===== config.mk =====
export PLATFORM = sky130hd
export DESIGN_NAME = alu_seq_ctrl
export DESIGN_NICKNAME = d
export VERILOG_FILES = /design/src/rtl/alu_seq_ctrl.sv
export SDC_FILE = /design/constraint.sdc
export NUM_CORES = 1
export LEC_CHECK = 0
export BUFFER_PORTS_ARGS = -buffer_cell sky130_fd_sc_hd__buf_2
export CORE_MARGIN = 2
export CORE_UTILIZATION = 40
export DETAILED_ROUTE_END_ITERATION = 10
export PLACE_DENSITY = 0.68
export SLEW_MARGIN = 20
export SYNTH_ARGS = -nofsm -noshare
export SYNTH_HDL_FRONTEND = slang
export SYNTH_SLANG_ARGS = --single-unit

===== constraint.sdc =====
create_clock -name clk -period 6.95 [get_ports clk]
set_input_delay 1.0425 -clock clk [delete_from_list [all_inputs] [get_ports clk]]
set_output_delay 1.0425 -clock clk [all_outputs]
set_load 0.01 [all_outputs]

===== src/rtl/alu_seq_ctrl.sv =====
// Sequence generator that drives an external combinational ALU:
// f(n) = f(n-2) op f(n-1), one term per cycle, with sticky signed-overflow tracking.
module alu_seq_ctrl #(
    parameter int CW = 8
) (
    input  logic          clk,
    input  logic          rst,
    input  logic          start,
    input  logic [31:0]   seed0,
    input  logic [31:0]   seed1,
    input  logic [4:0]    op,
    input  logic [CW-1:0] count,
    output logic [31:0]   alu_a,
    output logic [31:0]   alu_b,
    output logic [4:0]    alu_op,
    input  logic [31:0]   alu_out,
    output logic [31:0]   term,
    output logic          term_valid,
    output logic          done,
    output logic          busy,
    output logic          err,
    output logic          ovf
);

    localparam logic [4:0] OP_ADD = 5'h01;
    localparam logic [4:0] OP_SUB = 5'h02;
    localparam logic [4:0] OP_MAX = 5'h06;

    typedef enum logic {IDLE, RUN} state_t;

    state_t        state_q, state_d;
    logic [31:0]   prev_q, cur_q;
    logic [CW-1:0] rem_q;
    logic [4:0]    op_q;

    logic accept, reject, step, finish, ovf_hit;

    always_comb begin
        accept  = (state_q == IDLE) && start && (op <= OP_MAX);
        reject  = (state_q == IDLE) && start && (op > OP_MAX);
        step    = (state_q == RUN) && (rem_q != '0);
        finish  = (state_q == RUN) && ((rem_q == '0) || (rem_q == CW'(1)));
        busy    = (state_q == RUN);
        alu_a   = (state_q == RUN) ? prev_q : '0;
        alu_b   = (state_q == RUN) ? cur_q  : '0;
        alu_op  = (state_q == RUN) ? op_q   : '0;
        ovf_hit = 1'b0;
        if (op_q == OP_ADD)
            ovf_hit = (alu_a[31] == alu_b[31]) && (alu_out[31] != alu_a[31]);
        else if (op_q == OP_SUB)
            ovf_hit = (alu_a[31] != alu_b[31]) && (alu_out[31] != alu_a[31]);
    end

    always_comb begin
        state_d = state_q;
        case (state_q)
            IDLE:    if (accept) state_d = RUN;
            RUN:     if (finish) state_d = IDLE;
            default: state_d = IDLE;
        endcase
    end

    always_ff @(posedge clk or posedge rst) begin
        if (rst) state_q <= IDLE;
        else     state_q <= state_d;
    end

    always_ff @(posedge clk or posedge rst) begin
        if (rst) begin
            prev_q     <= '0;
            cur_q      <= '0;
            rem_q      <= '0;
            op_q       <= '0;
            term       <= '0;
            term_valid <= 1'b0;
            done       <= 1'b0;
            err        <= 1'b0;
            ovf        <= 1'b0;
        end else begin
            term_valid <= 1'b0;
            done       <= 1'b0;
            err        <= reject;
            if (accept) begin
                prev_q <= seed0;
                cur_q  <= seed1;
                op_q   <= op;
                rem_q  <= count;
                ovf    <= 1'b0;
            end
            if (step) begin
                term       <= alu_out;
                term_valid <= 1'b1;
                prev_q     <= cur_q;
                cur_q      <= alu_out;
                rem_q      <= rem_q - CW'(1);
                if (ovf_hit) ovf <= 1'b1;
            end
            // count=0 finishes on the first RUN cycle without a term
            if (finish) done <= 1'b1;
        end
    end

endmodule


==> results by group, run 1 <==
STA
  • Max Slew Vio Count: 0
  • Fin. Hold Viols: 0
  • Hold Slack: around 0.47 ns
  • Final setup margin: between 3 and 4 ns
  • Final setup fails: 0
  • Setup tns final: 0 ns
  • RSZ-0062 raised after global routing: false
  • Rel. slew slack: between 40% and 50%
  • Fmax: 0.327 GHz
  • Final period util: around 44%
  • Min cycle time layout: between 3 and 4 ns
  • Worst-margin pin slew: 0.808 ns
  • Post-Route Skew: roughly 0.010 ns

Drt
  • Via density: 5.19
  • First-pass DRT Iterations: 5
  • Post-route DRC violation count: 0
  • Starting DRT DRC Count: 243
  • Final WL: 15,000 um
  • Vias: 4,866
  • ANT nets after route: 0
  • Wirelength per Cell: 16.0 um

Logic synthesis
  • Syn Nets: 666
  • Fraction of registers with async set/reset: 100%
  • Sequential-to-total area share from yosys stat: 54.1%
  • Number of synthesized flops with an enable pin: 0
  • Avg Inst Size Synth: around 9.6 um^2
  • Gate Count Post-Synth: approximately 550
  • Synth Register Bits: 114
  • Syn. warnings: 0
  • Netlist Area Pre-Place: approximately 5300 um^2
  • Synth unique cells: 35
  • Top_reg_cell synth: dfrtp_1

Placement
  • Port Buffers: between 200 and 250
  • Post-Place Cell Area: 6460 um^2
  • Post-DP HPWL: ~10,000 um
  • GP Congestion: 0.825
  • Setup WS pre-CTS: about 3.6 ns

Worst setup path
  • CP Class: flop to output port
  • WP data arrival: 2.02 ns
  • CP peak stage delay: between 0.7 and 0.8 ns
  • CP delay by family, top: flip-flops
  • Critical Path Source Type: flop
  • Worst-path maximum fanout: 48
  • CP Cell Sequence: buf_4, and2_1, buf_2
  • Slowest CP cell: dfrtp_2
  • Worst reg2reg setup slack: 4.01 ns
  • Buf/Inv on CP: 2
  • WP data required: between 5 and 6 ns
  • Crit. End Element: output port

Floorplan
  • Core Region: approximately 13,000 um^2
  • Initial core utilization: ~41%
  • Chip width: between 100 and 150 um
  • Vert. Die Dim: between 100 and 150 um
  • # rows: between 40 and 50
  • # IOs: about 220
  • Area of the die: ~14,000 um^2

Pwr
  • Cell leakage power: about 3.6 nW
  • Combinational share of power: approximately two fifths
  • VDD IR max: roughly 0.23 mV
  • Internal power: 0.00212 W
  • Sw Share: between 30% and 40%
  • Seq pwr share: between 30% and 40%
  • Psw: roughly 0.0014 W
  • Clock power share: 24.5%
  • PwrDens: 497 nW/um^2

Cells and area
  • Most frequent cells in the layout: 217 x buf_2, 141 x nand2_1, 113 x dfrtp_1
  • Most common cell after layout, fill and taps aside: buf_2
  • Flip-flop and latch area: about 2900 um^2
  • Design area: between 7000 and 8000 um^2
  • # diodes: 0
  • Share of layout cells above drive strength 1: 33.9%
  • Final Core Density: between 50% and 60%
  • Final nets: between 800 and 900
  • Area growth syn-to-layout: 33.7%
  • Multi-input gate area: around 2200 um^2
  • Filler cells: approximately 1.2k

Status
  • Status: finished clean

Global routing
  • Vias in the first global route: approximately 4.9k
  • Initial antenna violation count: 0
  • Total track usage: between 20% and 30%
  • First-pass GRT wire length: between 20,000 and 25,000 um
  • Largest net degree at the start of global routing: a little over 70
  • Total grt overflow: 0

Hold path
  • Hold Path Class: flop to flop

Clocking
  • Clock transition at path regs: about 0.050 ns
  • Root cell of the clock tree: clkbuf_16
  • Post_cts resized: 0
  • Num Clock Sinks: between 100 and 150
  • Maximum root-to-sink buffer count: 2
  • CTS tree: done
  • Hold bufs inserted after CTS: 0
  • Num CTS Buffers: 17
  • Setup repair bufs after CTS: 0
  • H-tree levels: 4
  • Clock Latency Late Sink: around 0.4 ns

Job
  • Max Cap Violations: 0
power groups by stage:
stage               combinational, W  clock [W]  sequential, W
floorplan                   0.000931          0        0.00120
global placement             0.00141          0        0.00122
detailed placement           0.00144          0        0.00123
CTS                          0.00144   0.000871        0.00123
global route                 0.00159   0.000903        0.00127
finish                       0.00143   0.000858        0.00123
synthesized netlist by cell type, types with 4 or more instances:
cell type / count / area share (%)
nand3_1: 35 / 3.3
o21ai_0: 27 / 2.6
a221o_1: 5 / 0.95
nor4_1: 4 / 0.47
mux2i_1: 32 / 6.1
clkbuf_1: 35 / 2.5
a22oi_1: 34 / 4.8
nand2_1: 141 / 10
o21ai_1: 10 / 0.95
nor2_1: 6 / 0.43
dfrtp_1: 114 / 54
and2_1: 71 / 8.4
buf_2: 5 / 0.47
final cells by class:
| type | count | share of cell area [%] |
|---|---|---|
| Timing Repair Buffer | 223 | 16.0 |
| Inverter | 4 | 0.248 |
| Sequential cell | 114 | 40.5 |
| Tap cell | 172 | 3.05 |
| Multi-Input combinational cell | 392 | 31.8 |
| Clock buffer | 20 | 6.48 |
| Clock inverter | 12 | 1.90 |
cells by family after synthesis:
family / after synthesis / share of synthesized area [%]
AND/OR/NAND/NOR: 270 / 24.4
flip-flops: 114 / 54.1
AO/OA/AOI/OAI: 85 / 10.9
buffers and inverters: 45 / 3.46
multiplexers: 32 / 6.07
adder cells (fa/ha/maj): 3 / 0.711
XOR/XNOR: 2 / 0.332
flip-flops by register name (all words and copies together) (netlist names):
signal and count:
cur_q 32, prev_q 32, term 32, rem_q 8, op_q 5, busy 1
done 1, err 1, ovf 1, term_valid 1
final timing paths:
| path | from | endpoint | cells past startpoint |
|---|---|---|---|
| worst max-delay path | busy | alu_a[5] | 3 |
| worst max register to register | busy | cur_q[12] | 6 |
| max in group asynchronous | rst | term[5] | 3 |
| worst min-delay path | term[28] | term[28] | 2 |
| min in group asynchronous | rst | term[7] | 2 |
| worst min register to register | term[28] | term[28] | 2 |
worst min-delay path: stages, from the launching register on:
cell and delay, ns:
dfrtp_1 0.34, nand2_1 0.05, nand2_1 0.05
routing by layer:
metal	global-route usage (%)	vias to the layer above	routed length (um)	part of all wire (%)
met5	0	-	0	0
met4	8.04	0	325	2.2
met3	6.27	30	1010	6.8
met2	34.2	211	7210	48
met1	27.3	2347	6400	43
li1	-	2278	-	-
stage by stage:
step	cells	total power (W)
finish	937	0.00351
detailed placement	905	0.00267
global route	937	0.00376
floorplan	551	0.00213
CTS	937	0.00354
global placement	905	0.00263
No activity file was read; power rests on OpenSTA's default activity.
==> inputs of run 2 (changes only) <==
- PLACE_DENSITY: 0.68 -> 0.71
- clock period: 6.95 -> 2.6 ns (I/O delays scaled with it)
==> results by group, run 2 (same netlist as run 1, synthesis figures left out) <==
Floorplan
  • # rows: 41
  • # IOs: approximately 220
  • Area of the die: 14,100 um^2
  • Vert. Die Dim: 119 um
  • Chip width: 119 um
  • Core Region: roughly 13,000 um^2
  • Initial core utilization: around 41%

Drt
  • First-pass DRT Iterations: 5
  • ANT nets after route: 0
  • Post-route DRC violation count: 0
  • Wirelength per Cell: between 15 and 20 um
  • Via density: slightly above 5
  • Final WL: about 15,000 um
  • Vias: between 4k and 5k
  • Starting DRT DRC Count: between 300 and 400

Worst setup path
  • R2r startpoint: rem_q[3]
  • Worst Reg2Reg Path Length in Cells: 5
  • Worst-path maximum fanout: around 70
  • WP data required: about 2.9 ns
  • WP data arrival: roughly 2.6 ns
  • Crit. End Element: flop
  • R2r endpoint: rem_q[2]
  • CP Class: flop to flop
  • Worst reg2reg setup slack: between 0.2 and 0.3 ns
  • Critical Path Source Type: flop

Clocking
  • CTS tree: done
  • Clock transition at path regs: approximately 0.050 ns
  • Num CTS Buffers: 17
  • Num Clock Sinks: ~110
  • Post_cts resized: 0
  • Root cell of the clock tree: clkbuf_16
  • Clock Latency Late Sink: approximately 0.40 ns
  • H-tree levels: 4
  • Setup repair bufs after CTS: 0
  • Hold bufs inserted after CTS: 0
  • Maximum root-to-sink buffer count: 2

STA
  • Post-Route Skew: 0.00681 ns
  • Fmax: ~0.43 GHz
  • Max Slew Vio Count: 0
  • Fin. Hold Viols: 0
  • Rel. slew slack: a little under three fifths
  • Final period util: between 90 and 100%
  • Setup tns final: 0 ns
  • Final setup fails: 0
  • RSZ-0062 raised after global routing: false
  • Worst-margin pin slew: about 0.64 ns
  • Min cycle time layout: around 2.3 ns

Placement
  • GP Congestion: ~0.83
  • Post-DP HPWL: just over 10,000 um
  • Port Buffers: 217

Cells and area
  • Final nets: 870
  • Final Core Density: about 56%
  • Regs by FF count: cur_q x32, prev_q x32, term x32
  • Most common cell after layout, fill and taps aside: buf_2
  • Share of layout cells above drive strength 1: about a third
  • Most frequent cells in the layout: 217 x buf_2, 141 x nand2_1, 113 x dfrtp_1
  • Area growth syn-to-layout: 34.8%

Pwr
  • Cell leakage power: around 3.7 nW
  • Psw: about 0.0036 W
  • Internal power: between 0.005 and 0.006 W
  • VDD IR max: roughly 0.76 mV
  • PwrDens: between 1000 and 1500 nW/um^2
  • Combinational share of power: around two fifths
  • Seq pwr share: between 30% and 40%
  • Clock power share: between 20% and 30%
  • Sw Share: around two fifths

Global routing
  • Largest net degree at the start of global routing: approximately 120
  • Initial antenna violation count: 1
  • First-pass GRT wire length: about 24,000 um
  • Total track usage: a little over a fifth
  • Total grt overflow: 0
  • Vias in the first global route: 4,872

Hold path
  • Hold Path Class: primary input to asynchronous set/reset pin

Status
  • Status: finished clean

Job
  • Max Cap Violations: 0
[run 2: changes by cell type in the layout (fill, tap and decap cells not counted), moves of 2 or more]
cell / before / now
buf_12: 0 / 4
clkbuf_1: 1 / 5
clkbuf_8: 2 / 4
clkinv_4: 3 / 0
clkinvlp_4: 5 / 1
[run 2: cell type report]
class / count / area, um^2
Clock buffer: 26 / 499
Tap cell: 172 / 215
Timing Repair Buffer: 226 / 1200
Inverter: 4 / 18.8
Clock inverter: 5 / 75.1
Multi-Input combinational cell: 392 / 2240
Sequential cell: 114 / 2850
Antenna cell: 1 / 2.50
Fill cell: 1141 / 5660
[run 2: power by group through the flow]
| stage | registers (W) | clock network, W | logic [W] |
|---|---|---|---|
| 6_report | 0.00327 | 0.00226 | 0.00389 |
| 5_1_grt | 0.00339 | 0.00239 | 0.00434 |
| 4_1_cts | 0.00326 | 0.00230 | 0.00393 |
| 3_5_place_dp | 0.00327 | 0 | 0.00393 |
| 3_3_place_gp | 0.00324 | 0 | 0.00383 |
| 2_1_floorplan | 0.00320 | 0 | 0.00249 |
[run 2: worst max-delay path by stage]
stage | from | to | cells after the start | slack, ns
finish | rem_q[3] | rem_q[2] | 5 | 0.25
global route | rem_q[3] | prev_q[9] | 6 | 0.1
global placement | rem_q[3] | rem_q[2] | 5 | 0.34
floorplan | rem_q[3] | prev_q[15] | 8 | 0.40
CTS | rem_q[3] | rem_q[2] | 5 | 0.27
detailed placement | rem_q[3] | rem_q[2] | 5 | 0.28
[run 2: routing by layer]
layer / wire (um) / track usage (%)
met4: 402 / 8.63
met3: 859 / 5.46
met5: 0 / 0
met2: 7250 / 33.9
met1: 6470 / 28.1
[run 2: through the flow]
stage | cell area (um^2) | worst slack, ns | total power, W | hold slack (ns) | instances
2_1_floorplan | 5280 | 0.398 | 0.00569 | 0.458 | 551
3_3_place_gp | 6540 | 0.344 | 0.00706 | 0.457 | 908
3_5_place_dp | 6540 | 0.276 | 0.00720 | 0.463 | 908
4_1_cts | 7110 | 0.267 | 0.00950 | 0.176 | 939
5_1_grt | 7110 | 0.0980 | 0.0101 | 0.188 | 940
6_report | 7110 | 0.250 | 0.00942 | 0.148 | 940
[run 2: critical path, cell delays in order (launching register included)]
cell and delay, ns:
dfrtp_1 0.45, or4_1 0.70, o31ai_4 0.34, buf_12 0.33
nor2_1 0.09, a221o_1 0.27
